$ cat src/rtl/sp_pkg.sv
// Shared definitions for the serial_paralelo_param lane receiver:
// FSM state encoding and the default comma / lock-depth constants.
package sp_pkg;

  typedef enum logic [1:0] {
    SP_HUNT   = 2'd0,
    SP_ALIGN  = 2'd1,
    SP_LOCKED = 2'd2
  } sp_state_e;

  localparam logic [7:0] SP_COMMA_DEF    = 8'hBC;
  localparam int         SP_LOCK_CNT_DEF = 4;

endpackage

$ cat src/rtl/serial_paralelo_param_if.sv
// Lane-side bundle of the serial_paralelo_param receiver.
// slave  : the receiver itself (takes the serial bit, drives word outputs).
// master : whatever feeds the lane and consumes the recovered words.
interface serial_paralelo_param_if #(
  parameter int W = 8
);
  logic         data_in;
  logic [W-1:0] data_out;
  logic         valid_out;
  logic         word_strobe;
  logic         IDLE_OUT;
  logic         locked;

  modport master (
    output data_in,
    input  data_out, valid_out, word_strobe, IDLE_OUT, locked
  );

  modport slave (
    input  data_in,
    output data_out, valid_out, word_strobe, IDLE_OUT, locked
  );
endinterface

$ cat src/rtl/sp_shift_deser.sv
// Bit-level front end: keeps the last W-1 received bits, presents the
// W-bit window ending with the current bit (nxt), and tracks the bit
// position inside a word. realign holds the position counter at zero so
// that the cycle after it drops is the first bit of a word.
module sp_shift_deser #(
  parameter int W = 8
) (
  input  logic         clk_32f,
  input  logic         reset,
  input  logic         data_in,
  input  logic         realign,
  output logic [W-1:0] nxt,
  output logic         boundary
);

  localparam int BW = $clog2(W);
  localparam logic [BW-1:0] LAST_BIT = BW'(W - 1);

  // The oldest bit of the W-wide window is never looked at again once the
  // window moves on, so only W-1 history bits are stored.
  logic [W-2:0]  sr;
  logic [BW-1:0] bit_cnt;

  assign nxt      = {sr, data_in};
  assign boundary = (bit_cnt == LAST_BIT);

  // Shift in one bit per clock and step the word position, wrapping
  // W-1 -> 0 with no idle cycle between words.
  always_ff @(posedge clk_32f) begin
    if (!reset) begin
      sr      <= '0;
      bit_cnt <= '0;
    end else begin
      sr <= nxt[W-2:0];
      if (realign || boundary)
        bit_cnt <= '0;
      else
        bit_cnt <= bit_cnt + 1'b1;
    end
  end

endmodule

$ cat src/rtl/serial_paralelo_param.sv
// Parametrised serial-to-parallel lane receiver. Hunts for the comma
// symbol at any bit offset, locks after LOCK_CNT consecutive aligned
// commas, then delivers words with valid_out / word_strobe / IDLE_OUT.
// Optional build macro SP_RELOCK_EN: drop lock and re-hunt after MAX_GAP
// consecutive comma-free words. Without it LOCKED holds until reset.
module serial_paralelo_param
  import sp_pkg::*;
#(
  parameter int           W        = 8,
  parameter logic [W-1:0] COMMA    = W'(SP_COMMA_DEF),
  parameter int           LOCK_CNT = SP_LOCK_CNT_DEF,
  parameter int           MAX_GAP  = 64
) (
  input  logic                   clk_32f,
  input  logic                   reset,
  serial_paralelo_param_if.slave bus
);

  localparam int CW = $clog2(LOCK_CNT + 1);

  // Reject configurations the receiver cannot work with.
  if (W < 2 || COMMA == '0 || LOCK_CNT < 1 || MAX_GAP < 1) begin : g_bad_params
    $error("serial_paralelo_param: illegal parameter combination");
  end

  sp_state_e     state;
  logic [CW-1:0] comma_cnt;
  logic [W-1:0]  nxt;
  logic          boundary;
  logic          realign;
  logic          is_comma;
  logic          drop_lock;
  logic [W-1:0]  data_q;
  logic          valid_q;
  logic          strobe_q;
  logic          idle_q;

  // While hunting, the word position is pinned at zero so a comma match
  // leaves the deserialiser aligned to the following word.
  assign realign  = (state == SP_HUNT);
  assign is_comma = (nxt == COMMA);

  sp_shift_deser #(.W(W)) u_deser (
    .clk_32f  (clk_32f),
    .reset    (reset),
    .data_in  (bus.data_in),
    .realign  (realign),
    .nxt      (nxt),
    .boundary (boundary)
  );

`ifdef SP_RELOCK_EN
  localparam int GW = $clog2(MAX_GAP + 1);
  logic [GW-1:0] gap_cnt;

  // The word that reaches MAX_GAP is still delivered; lock drops one edge
  // later, which is never a boundary because W is at least 2.
  assign drop_lock = (state == SP_LOCKED) && (gap_cnt == GW'(MAX_GAP));

  // Count consecutive comma-free words while locked.
  always_ff @(posedge clk_32f) begin
    if (!reset || drop_lock)
      gap_cnt <= '0;
    else if (state == SP_LOCKED && boundary)
      gap_cnt <= is_comma ? '0 : gap_cnt + 1'b1;
  end
`else
  assign drop_lock = 1'b0;
`endif

  // Alignment FSM plus the registered word outputs.
  always_ff @(posedge clk_32f) begin
    if (!reset) begin
      state     <= SP_HUNT;
      comma_cnt <= '0;
      data_q    <= '0;
      valid_q   <= 1'b0;
      strobe_q  <= 1'b0;
      idle_q    <= 1'b0;
    end else begin
      strobe_q <= 1'b0;
      case (state)
        SP_HUNT: begin
          if (is_comma) begin
            comma_cnt <= CW'(1);
            if (LOCK_CNT == 1) begin
              state    <= SP_LOCKED;
              strobe_q <= 1'b1;
              idle_q   <= 1'b1;
              valid_q  <= 1'b0;
            end else begin
              state <= SP_ALIGN;
            end
          end
        end
        SP_ALIGN: begin
          if (boundary) begin
            if (is_comma) begin
              if (comma_cnt != CW'(LOCK_CNT))
                comma_cnt <= comma_cnt + 1'b1;
              if (int'(comma_cnt) + 1 >= LOCK_CNT) begin
                state    <= SP_LOCKED;
                strobe_q <= 1'b1;
                idle_q   <= 1'b1;
                valid_q  <= 1'b0;
              end
            end else begin
              state     <= SP_HUNT;
              comma_cnt <= '0;
            end
          end
        end
        SP_LOCKED: begin
          if (drop_lock) begin
            state     <= SP_HUNT;
            comma_cnt <= '0;
            valid_q   <= 1'b0;
            idle_q    <= 1'b0;
          end else if (boundary) begin
            strobe_q <= 1'b1;
            if (is_comma) begin
              valid_q <= 1'b0;
              idle_q  <= 1'b1;
            end else begin
              data_q  <= nxt;
              valid_q <= 1'b1;
              idle_q  <= 1'b0;
            end
          end
        end
        default: begin
          state     <= SP_HUNT;
          comma_cnt <= '0;
        end
      endcase
    end
  end

  assign bus.data_out    = data_q;
  assign bus.valid_out   = valid_q;
  assign bus.word_strobe = strobe_q;
  assign bus.IDLE_OUT    = idle_q;
  assign bus.locked      = (state == SP_LOCKED);

endmodule

$ cat src/flat_wrapper.sv
// flat-port wrapper written by rule: the top's interface ports become plain ports
module serial_paralelo_param_flat import sp_pkg::*;
#(
  parameter int           W        = 8,
  parameter logic [W-1:0] COMMA    = W'(SP_COMMA_DEF),
  parameter int           LOCK_CNT = SP_LOCK_CNT_DEF,
  parameter int           MAX_GAP  = 64
)
  (clk_32f, reset, bus_data_in, bus_data_out, bus_valid_out, bus_word_strobe, bus_IDLE_OUT, bus_locked);
  serial_paralelo_param_if #(.W(W)) bus_i ();
  input  logic clk_32f;
  input  logic reset;
  input wire logic [$bits(bus_i.data_in)-1:0] bus_data_in;
  output wire logic [$bits(bus_i.data_out)-1:0] bus_data_out;
  output wire logic [$bits(bus_i.valid_out)-1:0] bus_valid_out;
  output wire logic [$bits(bus_i.word_strobe)-1:0] bus_word_strobe;
  output wire logic [$bits(bus_i.IDLE_OUT)-1:0] bus_IDLE_OUT;
  output wire logic [$bits(bus_i.locked)-1:0] bus_locked;
  assign bus_i.data_in = bus_data_in;
  assign bus_data_out = bus_i.data_out;
  assign bus_valid_out = bus_i.valid_out;
  assign bus_word_strobe = bus_i.word_strobe;
  assign bus_IDLE_OUT = bus_i.IDLE_OUT;
  assign bus_locked = bus_i.locked;
  serial_paralelo_param #(.W(W), .COMMA(COMMA), .LOCK_CNT(LOCK_CNT), .MAX_GAP(MAX_GAP)) u_core (.clk_32f(clk_32f), .reset(reset), .bus(bus_i));
endmodule
$ cat config.mk
export PLATFORM = sky130hd
export DESIGN_NAME = serial_paralelo_param_flat
export DESIGN_NICKNAME = d
export VERILOG_FILES = /design/src/rtl/sp_pkg.sv /design/src/rtl/serial_paralelo_param_if.sv /design/src/rtl/sp_shift_deser.sv /design/src/rtl/serial_paralelo_param.sv /design/src/flat_wrapper.sv
export SDC_FILE = /design/constraint.sdc
export NUM_CORES = 1
export LEC_CHECK = 0
export ABC_AREA = 1
export BUFFER_PORTS_ARGS = -buffer_cell sky130_fd_sc_hd__buf_2
export CELL_PAD_IN_SITES_DETAIL_PLACEMENT = 1
export CELL_PAD_IN_SITES_GLOBAL_PLACEMENT = 2
export CORE_ASPECT_RATIO = 0.75
export CORE_UTILIZATION = 30
export CTS_CLUSTER_SIZE = 25
export DETAILED_ROUTE_END_ITERATION = 10
export HOLD_SLACK_MARGIN = 0.03
export PLACE_DENSITY = 0.78
export SYNTH_ARGS = -nofsm -noshare
export SYNTH_HDL_FRONTEND = slang
export SYNTH_SLANG_ARGS = --single-unit
$ cat constraint.sdc
create_clock -name clk_32f -period 2.3 [get_ports clk_32f]
set_clock_uncertainty 0.05 [all_clocks]
set_input_delay 0.46 -clock clk_32f [delete_from_list [all_inputs] [get_ports clk_32f]]
set_output_delay 0.46 -clock clk_32f [all_outputs]
set_load 0.005 [all_outputs]
Yosys cells after proc, flatten, opt, wreduce, memory -nomap -nowiden
Index checks and enable logic that the tools add are counted.
{"block": "totals", "inputBits": 3, "memories": 0, "regBits": 26, "ramBits": 0, "latchBits": 0, "rom_bits": 0, "output_inout_bits": 12}
{"block": "op_classes", "mux": 27, "multipliers": 0, "magnitude_cmp": 1, "n_reduce_logical": 8, "eq_ne": 12, "bitwise": 3, "div_mod_pow": 0, "n_shift": 0, "addsub": 3}
{"cell": ">= comparator 32 x 4 -> 1 bit (second input constant)", "count": 1}
{"cell": "2-to-1 mux 1 bit", "count": 14}
{"cell": "2-to-1 mux 3 bit", "count": 4}
{"cell": "!= test 3 bit (second input constant)", "count": 3}
{"cell": "case mux 3 bit (3 select lines)", "count": 1}
{"cell": "== test 8 bit (second input constant)", "count": 1}
{"cell": "2-to-1 mux 2 bit", "count": 4}
{"cell": "!= test 2 x 1 -> 1 bit (second input constant)", "count": 4}
{"cell": "AND reduction 4 bit", "count": 2}
{"cell": "adder 3 x 1 -> 3 bit (second input constant)", "count": 2}
{"cell": "case mux 1 bit (2 select lines)", "count": 3}
{"cell": "case mux 2 bit (3 select lines)", "count": 1}
{"cell": "AND reduction 5 bit", "count": 1}
{"cell": "adder 3 x 1 -> 4 bit (second input constant)", "count": 1}
{"cell": "== test 3 bit (second input constant)", "count": 1}
{"cell": "NOT 1 bit", "count": 3}
{"cell": "AND reduction 3 bit", "count": 1}
{"cell": "== test 2 x 1 -> 1 bit (second input constant)", "count": 1}
{"cell": "== test 2 bit (second input constant)", "count": 1}
{"cell": "logical NOT 2 bit", "count": 1}
{"cell": "!= test 2 bit (second input constant)", "count": 1}
{"cell": "nonzero test 2 bit", "count": 1}
{"cell": "OR reduction 2 bit", "count": 1}
{"cell": "logical OR 1 bit", "count": 1}

Logic depth before layout (Yosys ltp)
Gate-level depths: netlist of run 1.
{"block": "logic_depth", "ltp_word": 6, "mapped_depth": 11, "depth_no_buf": 10}

Modules after synthesis
From an unflattened synthesis of run 1, not the netlist that was laid out.
{"block": "hier_totals", "hier_cells": 170, "hier_area_um2": 1229.9}
{"module": "serial_paralelo_param", "cells_each": 135, "n_inst": 1, "area_per_inst_um2": 913.4}
{"module": "sp_shift_deser", "cells_each": 35, "n_inst": 1, "area_per_inst_um2": 316.6}

Worst setup path before layout of run 1
Ideal clock, no wire load.
{"block": "synth_path", "kind": "register to register", "start": "register u_core.u_deser.bit_cnt[0]", "end": "register u_core.comma_cnt[2]", "t_required_ns": 2.137, "t_arrival_ns": 1.310, "setup_ns": 0.113, "path_stages_with_launch": 11, "slack_ns": 0.827, "n_path_buf": 1, "path_cell_list": "dfxtp_1 ha_1 ha_1 buf_6 inv_4 a21oi_2 inv_2 a21oi_4 nand2_4 nor2_1 nor2_1"}
{"block": "synth_via", "elab_chain_cells": 3}
{"item": "start: declaration", "line": "sp_shift_deser.sv:22", "rtl": "logic [BW-1:0] bit_cnt;"}
{"item": "start signal: assignment", "line": "sp_shift_deser.sv:38", "rtl": "bit_cnt <= bit_cnt + 1'b1;"}
{"item": "== test 3 bit", "line": "sp_shift_deser.sv:25", "rtl": "assign boundary = (bit_cnt == LAST_BIT);"}
{"item": "!= test 2 bit (no source line)"}
{"item": "AND reduction 4 bit (no source line)"}
{"item": "end signal: assignment", "line": "serial_paralelo_param.sv:100", "rtl": "comma_cnt <= comma_cnt + 1'b1;"}
{"item": "end: declaration", "line": "serial_paralelo_param.sv:27", "rtl": "logic [CW-1:0] comma_cnt;"}
Every way passes these cells.
A chain may end at the register's enable or synchronous reset.

Worst setup path after layout of run 1
{"block": "layout_path", "start": "register u_core.state[0]", "end": "output bus_locked"}
{"block": "layout_via", "elab_chain_cells": 1}
{"item": "start: declaration", "line": "serial_paralelo_param.sv:26", "rtl": "sp_state_e state;"}
{"item": "start signal: assignment", "line": "serial_paralelo_param.sv:74", "rtl": "state <= SP_HUNT;"}
{"item": "start signal: assignment", "line": "serial_paralelo_param.sv:87", "rtl": "state <= SP_LOCKED;"}
{"item": "start signal: assignment", "line": "serial_paralelo_param.sv:92", "rtl": "state <= SP_ALIGN;"}
{"item": "== test 2 bit", "line": "serial_paralelo_param.sv:143", "rtl": "assign bus.locked = (state == SP_LOCKED);"}
{"item": "end: declaration", "line": "flat_wrapper.sv:18", "rtl": "output wire logic [$bits(bus_i.locked)-1:0] bus_locked;"}
Every way passes these cells.

==> reports/results.ini, run 1 <==
[timing]
finalWorstSetupSlack_ns=0.669
drv_slew=0
worst_pin_slew_ns=0.348
rsz0062_at_grt=no
max_clock_freq_mhz=613
slew_headroom_pct=76.8
tns_ns=0
fin_crit_ns=1.63
setup_viol=0
hold_viol_final=0
post-route-period-util_pct=70.9

[cts]
path_clk_slew_ns=0.09
post_cts_resized=0
cts_hold_buf=0
cts_max_level=1
root_buffer=clkbuf_8
post_cts_buffers=0
cts_buffer_depth=2
cts_made_buffers=3
cts_sinks=26
clock_latency_ns=0.27
cts_tree=yes

[setup_path]
worstPathRequired_ns=1.79
cp-start-kind=flop
worstPathArrival_ns=1.12
reg2reg_depth=9
end_kind=output pin
crit_fanout=5
crit_type=flop to output pin

[finish]
register_area_sq_um=520
multi_input_area_sq_um=579
mostFrequentLayoutCells=43 x nand2_1, 26 x dfxtp_1, 21 x inv_1
layout-drive-gt1-share_pct=17.8
syn_to_final_growth_pct=15.0
fin_nets=196
fill_cells=495
insertedDiodeCount=0
final_common_cell=nand2_1

[placement]
gp_congestion=0.737
place_ws_ns=0.671
numPortBuffers=14
place_hpwl_um=2230

[synth]
ys_seq_area_share_pct=42.2
ys_seq_elements=26
avgSynthCellArea_sq_um=7.29
synthDistinctLibCells=23
syn-num-nets=179
syn_area_sq_um=1230
netlist_instances=169
yosys_warnings=0

[power]
p_sw_uw=159
seq_power_share_pct=53.8
power.total_uw=848
power_density_nw_per_um2=598
p_comb_share_pct=1.8
ir_drop_mv=0.351
p_leak_nw=0.664
p_int_uw=689
p_clk_share_pct=44.5
switching_share_pct=18.8

[die]
die_h_um=57.5
core_sq_um=3800
dieArea_sq_um=4370
fp.dieW_um=76.0
ioPinCount=15
start_util_pct=32.4
num_rows=19

[global_routing]
use_met1_pct=18.4
grt_antenna_before_repair=0
grt_usage_pct=13.8
grt_pass1_wl_um=4730
grt_start_max_net_pins=16
first_global_vias=1005
use_met2_pct=22.7
top_usage_layer=met2
met3_usage_pct=3.36
grt.overflow.total=0

[drt]
drc_errors=0
drt_pass1_iterations=4
drt-initial-drc-count=20
dr_total_vias=1075
postRouteAntennaNets=0
via_per_inst=4.54
routedWlPerCell_um=11.3
wl_um=2690

[run]
max_cap_violations=0

[worst_hold_path]
holdPathStages=1
min_path_type=flop to flop

[outcome]
status=completed

-- critical path: stages (launching register included) --
cell and delay [ns]:
dfxtp_1 0.36, inv_1 0.07, ha_1 0.27, buf_2 0.15
-- stage by stage --
step	instances	cell area (sq um)	hold WS (ns)	util, %
5_1_grt	237	1420	0.397	37.3
6_report	237	1420	0.387	37.3
3_3_place_gp	233	1350	0.359	35.4
2_1_floorplan	169	1230	0.349	-
3_5_place_dp	233	1350	0.384	35.4
4_1_cts	237	1420	0.387	37.3
-- synth_stat cells --
library cell   n  area [sq um]
o21ai_1        1          5.00
buf_6          1          11.3
nand3_1       15          75.1
nand2_2        2          12.5
nor2_2         2          12.5
clkbuf_1       1          3.75
o21a_1         1          7.51
a21oi_2        1          8.76
a21oi_1       12          60.1
inv_4          1          6.26
nor2_1        20          75.1
a21oi_4        1          16.3
inv_1         21          78.8
nand2_4        2          22.5
nand4_1        3          18.8
or2_1          1          6.26
inv_2          5          18.8
nor3_1         1          5.00
dfxtp_1       26           521
clkbuf_8       1          13.8
ha_1           7          87.6
o21ai_0        1          5.00
nand2_1       43           161
-- state kept, by name, summed over array words and instances (netlist names) --
name                    count
u_core.bus.IDLE_OUT         1
u_core.bus.data_out         8
u_core.bus.valid_out        1
u_core.bus.word_strobe      1
u_core.comma_cnt            3
u_core.state                2
u_core.u_deser.bit_cnt      3
u_core.u_deser.sr           7
-- kinds of logic (layout without fill, tap and decap cells) --
group | count (synthesis) | count (layout) | share of synthesized area [%]
and+or+nand+nor | 89 | 89 | 31.6
buffers and inverters | 30 | 46 | 10.8
AOI/OAI and AO/OA | 17 | 17 | 8.33
adders and majority gates | 7 | 7 | 7.11
DFF | 26 | 26 | 42.2
-- worst paths after layout --
check,startpoint,endpoint,slack (ns)
max,u_core.state[0],bus_locked,0.67
min,u_core.u_deser.bit_cnt[0],u_core.u_deser.bit_cnt[0],0.39
max reg2reg,u_core.u_deser.bit_cnt[0],u_core.comma_cnt[1],0.69
min reg2reg,u_core.u_deser.bit_cnt[0],u_core.u_deser.bit_cnt[0],0.39
-- layout make-up --
| type | count | share of cell area [%] |
|---|---|---|
| clock buffer | 3 | 2.91 |
| sequential | 26 | 36.7 |
| clock inverter | 1 | 2.12 |
| timing repair buffer | 15 | 5.47 |
| inverter | 27 | 7.33 |
| tap | 52 | 4.59 |
| multi-input combinational | 113 | 40.9 |
-- metal layers --
metal	share of wire (%)	routed length [um]
met5	0	0
met4	0.60	16
met3	3.6	98
met2	46	1250
met1	49	1320
-- power by group through the flow --
stage	combinational, mW	sequential (mW)	clock [mW]
2_1_floorplan	0.0116	0.465	0
3_3_place_gp	0.0151	0.467	0
3_5_place_dp	0.0153	0.467	0
4_1_cts	0.0154	0.456	0.393
5_1_grt	0.0172	0.457	0.409
6_report	0.0150	0.456	0.377
Power figures use the tool's default switching activity.
==> run 2, diff against run 1 <==
- ABC_AREA: 1 -> 0
- PLACE_DENSITY: 0.78 -> 0.73
- clock period: 2.3 -> 1.6 ns (I/O delays scaled with it)
==> run 2 against run 1 <==
Compared with the run above: the flow now finishes with violations (negative setup slack); non-clock buffer count up 27; global-route usage grew 2.0 points; design area is 11% higher; hold slack lost 0.15 ns; utilization rose by 8.7 points; total power is 50% higher; register-to-register slack got worse by 0.91 ns; largest power group unchanged; highest routed layer unchanged.
==> reports/results.ini, run 2 <==
[setup_path]
worstPathRequired_ns=1.75  ; -0.04 ns
crit_type=flop to flop
crit_fanout=4  ; -1
end_kind=flop
worstPathArrival_ns=1.97  ; +0.85 ns
cp-start-kind=flop

[timing]
finalWorstSetupSlack_ns=-0.219  ; -0.888 ns
post-route-period-util_pct=114
rsz0062_at_grt=yes
setup_viol=16  ; +16
max_clock_freq_mhz=550
tns_ns=-2.13  ; -2.13 ns
fin_crit_ns=1.82
drv_slew=0  ; unchanged
hold_viol_final=0  ; unchanged
worst_pin_slew_ns=0.363  ; +0.0150 ns
slew_headroom_pct=75.7  ; -1.0 points

[die]
dieArea_sq_um=3980  ; -8.9%
start_util_pct=32.7  ; +0.31 points
die_h_um=54.9  ; -4.5%
num_rows=18  ; -1
fp.dieW_um=72.5  ; -4.6%
core_sq_um=3420  ; -10%
ioPinCount=15  ; unchanged

[run]
max_cap_violations=0  ; unchanged

[cts]
cts_hold_buf=0  ; unchanged
cts_sinks=26  ; unchanged
cts_tree=yes
path_clk_slew_ns=0.09  ; about the same
cts_max_level=1  ; unchanged
clock_latency_ns=0.28  ; about the same
root_buffer=clkbuf_8
cts_made_buffers=3  ; unchanged
cts_buffer_depth=2  ; unchanged

[synth]
synthDistinctLibCells=35  ; +52%
syn-num-nets=127  ; -29%
netlist_instances=117  ; -31%
yosys.area.top_type=dfxtp_1
syn_area_sq_um=1120  ; -9.1%
synth.area.top_cells=dfxtp_1 46%, ha_1 7.8%, mux2i_1 7.2%
avgSynthCellArea_sq_um=9.57  ; +31%
synth_common_cells=26 x dfxtp_1, 12 x nand2_1, 9 x and2_1, 9 x nor2_1, 8 x mux2i_1
synth_top_flop_cell=dfxtp_1
yosys_warnings=0  ; unchanged
synth_top_area_share_pct=46.5  ; +4.2 points
synth_edf_count=0  ; unchanged
ys_seq_area_share_pct=46.5  ; +4.2 points
ys_seq_elements=26  ; unchanged
synth_most_common_cell=dfxtp_1
synthArstFlopShare_pct=0  ; unchanged

[global_routing]
grt_antenna_before_repair=0  ; unchanged
grt_start_max_net_pins=17  ; +1
grt_pass1_wl_um=4530  ; -4.1%
grt_usage_pct=15.8  ; +2.0 points
first_global_vias=949  ; -5.6%
grt.overflow.total=0  ; unchanged

[power]
p_int_uw=962  ; +40%
seq_power_share_pct=52.9  ; -0.9 points
p_leak_nw=0.714  ; +7.5%
power_density_nw_per_um2=806  ; +35%
p_comb_share_pct=12.6  ; +11 points
switching_share_pct=24.3  ; +5.5 points
p_clk_share_pct=34.5  ; -10 points
p_sw_uw=308  ; +94%
ir_drop_mv=0.387  ; +10%

[finish]
fill_cells=412  ; -17%
insertedDiodeCount=0  ; unchanged
layout-drive-gt1-share_pct=39.5  ; +22 points
final_cells=207  ; -13%
largest_reg_flops=8  ; unchanged
mostFrequentLayoutCells=24 x buf_4, 24 x dfxtp_1, 14 x buf_2
syn_to_final_growth_pct=40.7
fin_nets=168  ; -14%

[placement]
place_hpwl_um=2080  ; -6.9%
numPlacedInstances=201  ; -14%
gp_congestion=0.807  ; +9.4%
numPortBuffers=14  ; unchanged

[worst_hold_path]
min_path_type=primary input to flop

[drt]
drt-initial-drc-count=29  ; +45%
drc_errors=0  ; unchanged
wl_um=2760  ; +2.8%
routedWlPerCell_um=13.3  ; +18%
dr_total_vias=965  ; -10%
via_per_inst=4.66  ; +2.8%
drt_pass1_iterations=3  ; -1
postRouteAntennaNets=0  ; unchanged

[outcome]
status=finished with violations
failed_checks=negative setup slack

-- run 2: cell count changes after synthesis, moves of 5 or more --
| cell | delta |
|---|---|
| nand3_1 | -11 |
| inv_2 | -5 |
| nand2_1 | -31 |
| and2_1 | +9 |
| inv_1 | -15 |
| a21oi_1 | -7 |
| nor2_1 | -11 |
| mux2i_1 | +8 |
-- run 2: area by class of cell --
type	instances	area [sq um]	area share, %
Sequential cell	26	523	33.2
Clock buffer	4	55.1	3.49
Timing Repair Buffer	42	295	18.7
Tap cell	50	62.6	3.97
Multi-Input combinational cell	79	617	39.2
Inverter	6	22.5	1.43
-- run 2: path summary, 6_finish.rpt --
kind,from,endpoint,slack [ns],depth (start not counted)
min,bus_data_in,u_core.u_deser.sr[0],0.24,2
min reg2reg,u_core.u_deser.bit_cnt[0],u_core.u_deser.bit_cnt[0],0.39,1
max,u_core.u_deser.sr[5],u_core.state[1],-0.22,4
max reg2reg,u_core.u_deser.sr[5],u_core.state[1],-0.22,4
-- run 2: cell families after synthesis --
| kind of cell | count (synthesis) | synth area share, % |
|---|---|---|
| buffers and inverters | 12 | 5.14 |
| AOI/OAI and AO/OA | 19 | 12.7 |
| DFF | 26 | 46.5 |
| and+or+nand+nor | 45 | 20.7 |
| adders and majority gates | 7 | 7.82 |
| muxes | 8 | 7.15 |
-- run 2: repair_timing --
| item | in CTS | in global routing |
|---|---|---|
| gates resized for setup | 13 | 7 |
| buffers inserted | 2 | 0 |
| gates cloned | 0 | 0 |
| setup endpoints to repair | 15 | 17 |
| pin swaps | 6 | 4 |
-- run 2: critical path: stages (launching register included) --
cell	delay, ns
dfxtp_2	0.33
or4b_4	0.53
or3_4	0.41
o211a_4	0.26
o31ai_4	0.16
-- run 2: power groups by stage --
| stage | registers, mW | clock network, mW | logic (mW) |
|---|---|---|---|
| 4_1_cts | 0.672 | 0.451 | 0.158 |
| 5_1_grt | 0.674 | 0.472 | 0.177 |
| 3_3_place_gp | 0.686 | 0 | 0.138 |
| 3_5_place_dp | 0.686 | 0 | 0.142 |
| 2_1_floorplan | 0.686 | 0 | 0.0750 |
| 6_report | 0.672 | 0.438 | 0.160 |
-- run 2: layer usage --
metal  vias to the layer above  wire (um)  global-route usage, %
met5                         -          0                      0
met4                         0         49                   6.86
li1                        489          -                      -
met1                       460       1470                   22.0
met2                        11       1160                   23.4
met3                         5         80                   3.99
-- run 2: through the flow --
| step | util (%) | hold slack (ns) | total power [mW] | area, sq um | worst slack, ns |
|---|---|---|---|---|---|
| 2_1_floorplan | - | 0.357 | 0.761 | 1130 | -0.229 |
| 3_3_place_gp | 41.4 | 0.372 | 0.824 | 1420 | -0.326 |
| 3_5_place_dp | 41.4 | 0.375 | 0.828 | 1420 | -0.385 |
| 4_1_cts | 45.2 | 0.235 | 1.28 | 1550 | -0.229 |
| 5_1_grt | 46.0 | 0.264 | 1.32 | 1580 | -0.300 |
| 6_report | 46.0 | 0.237 | 1.27 | 1580 | -0.219 |
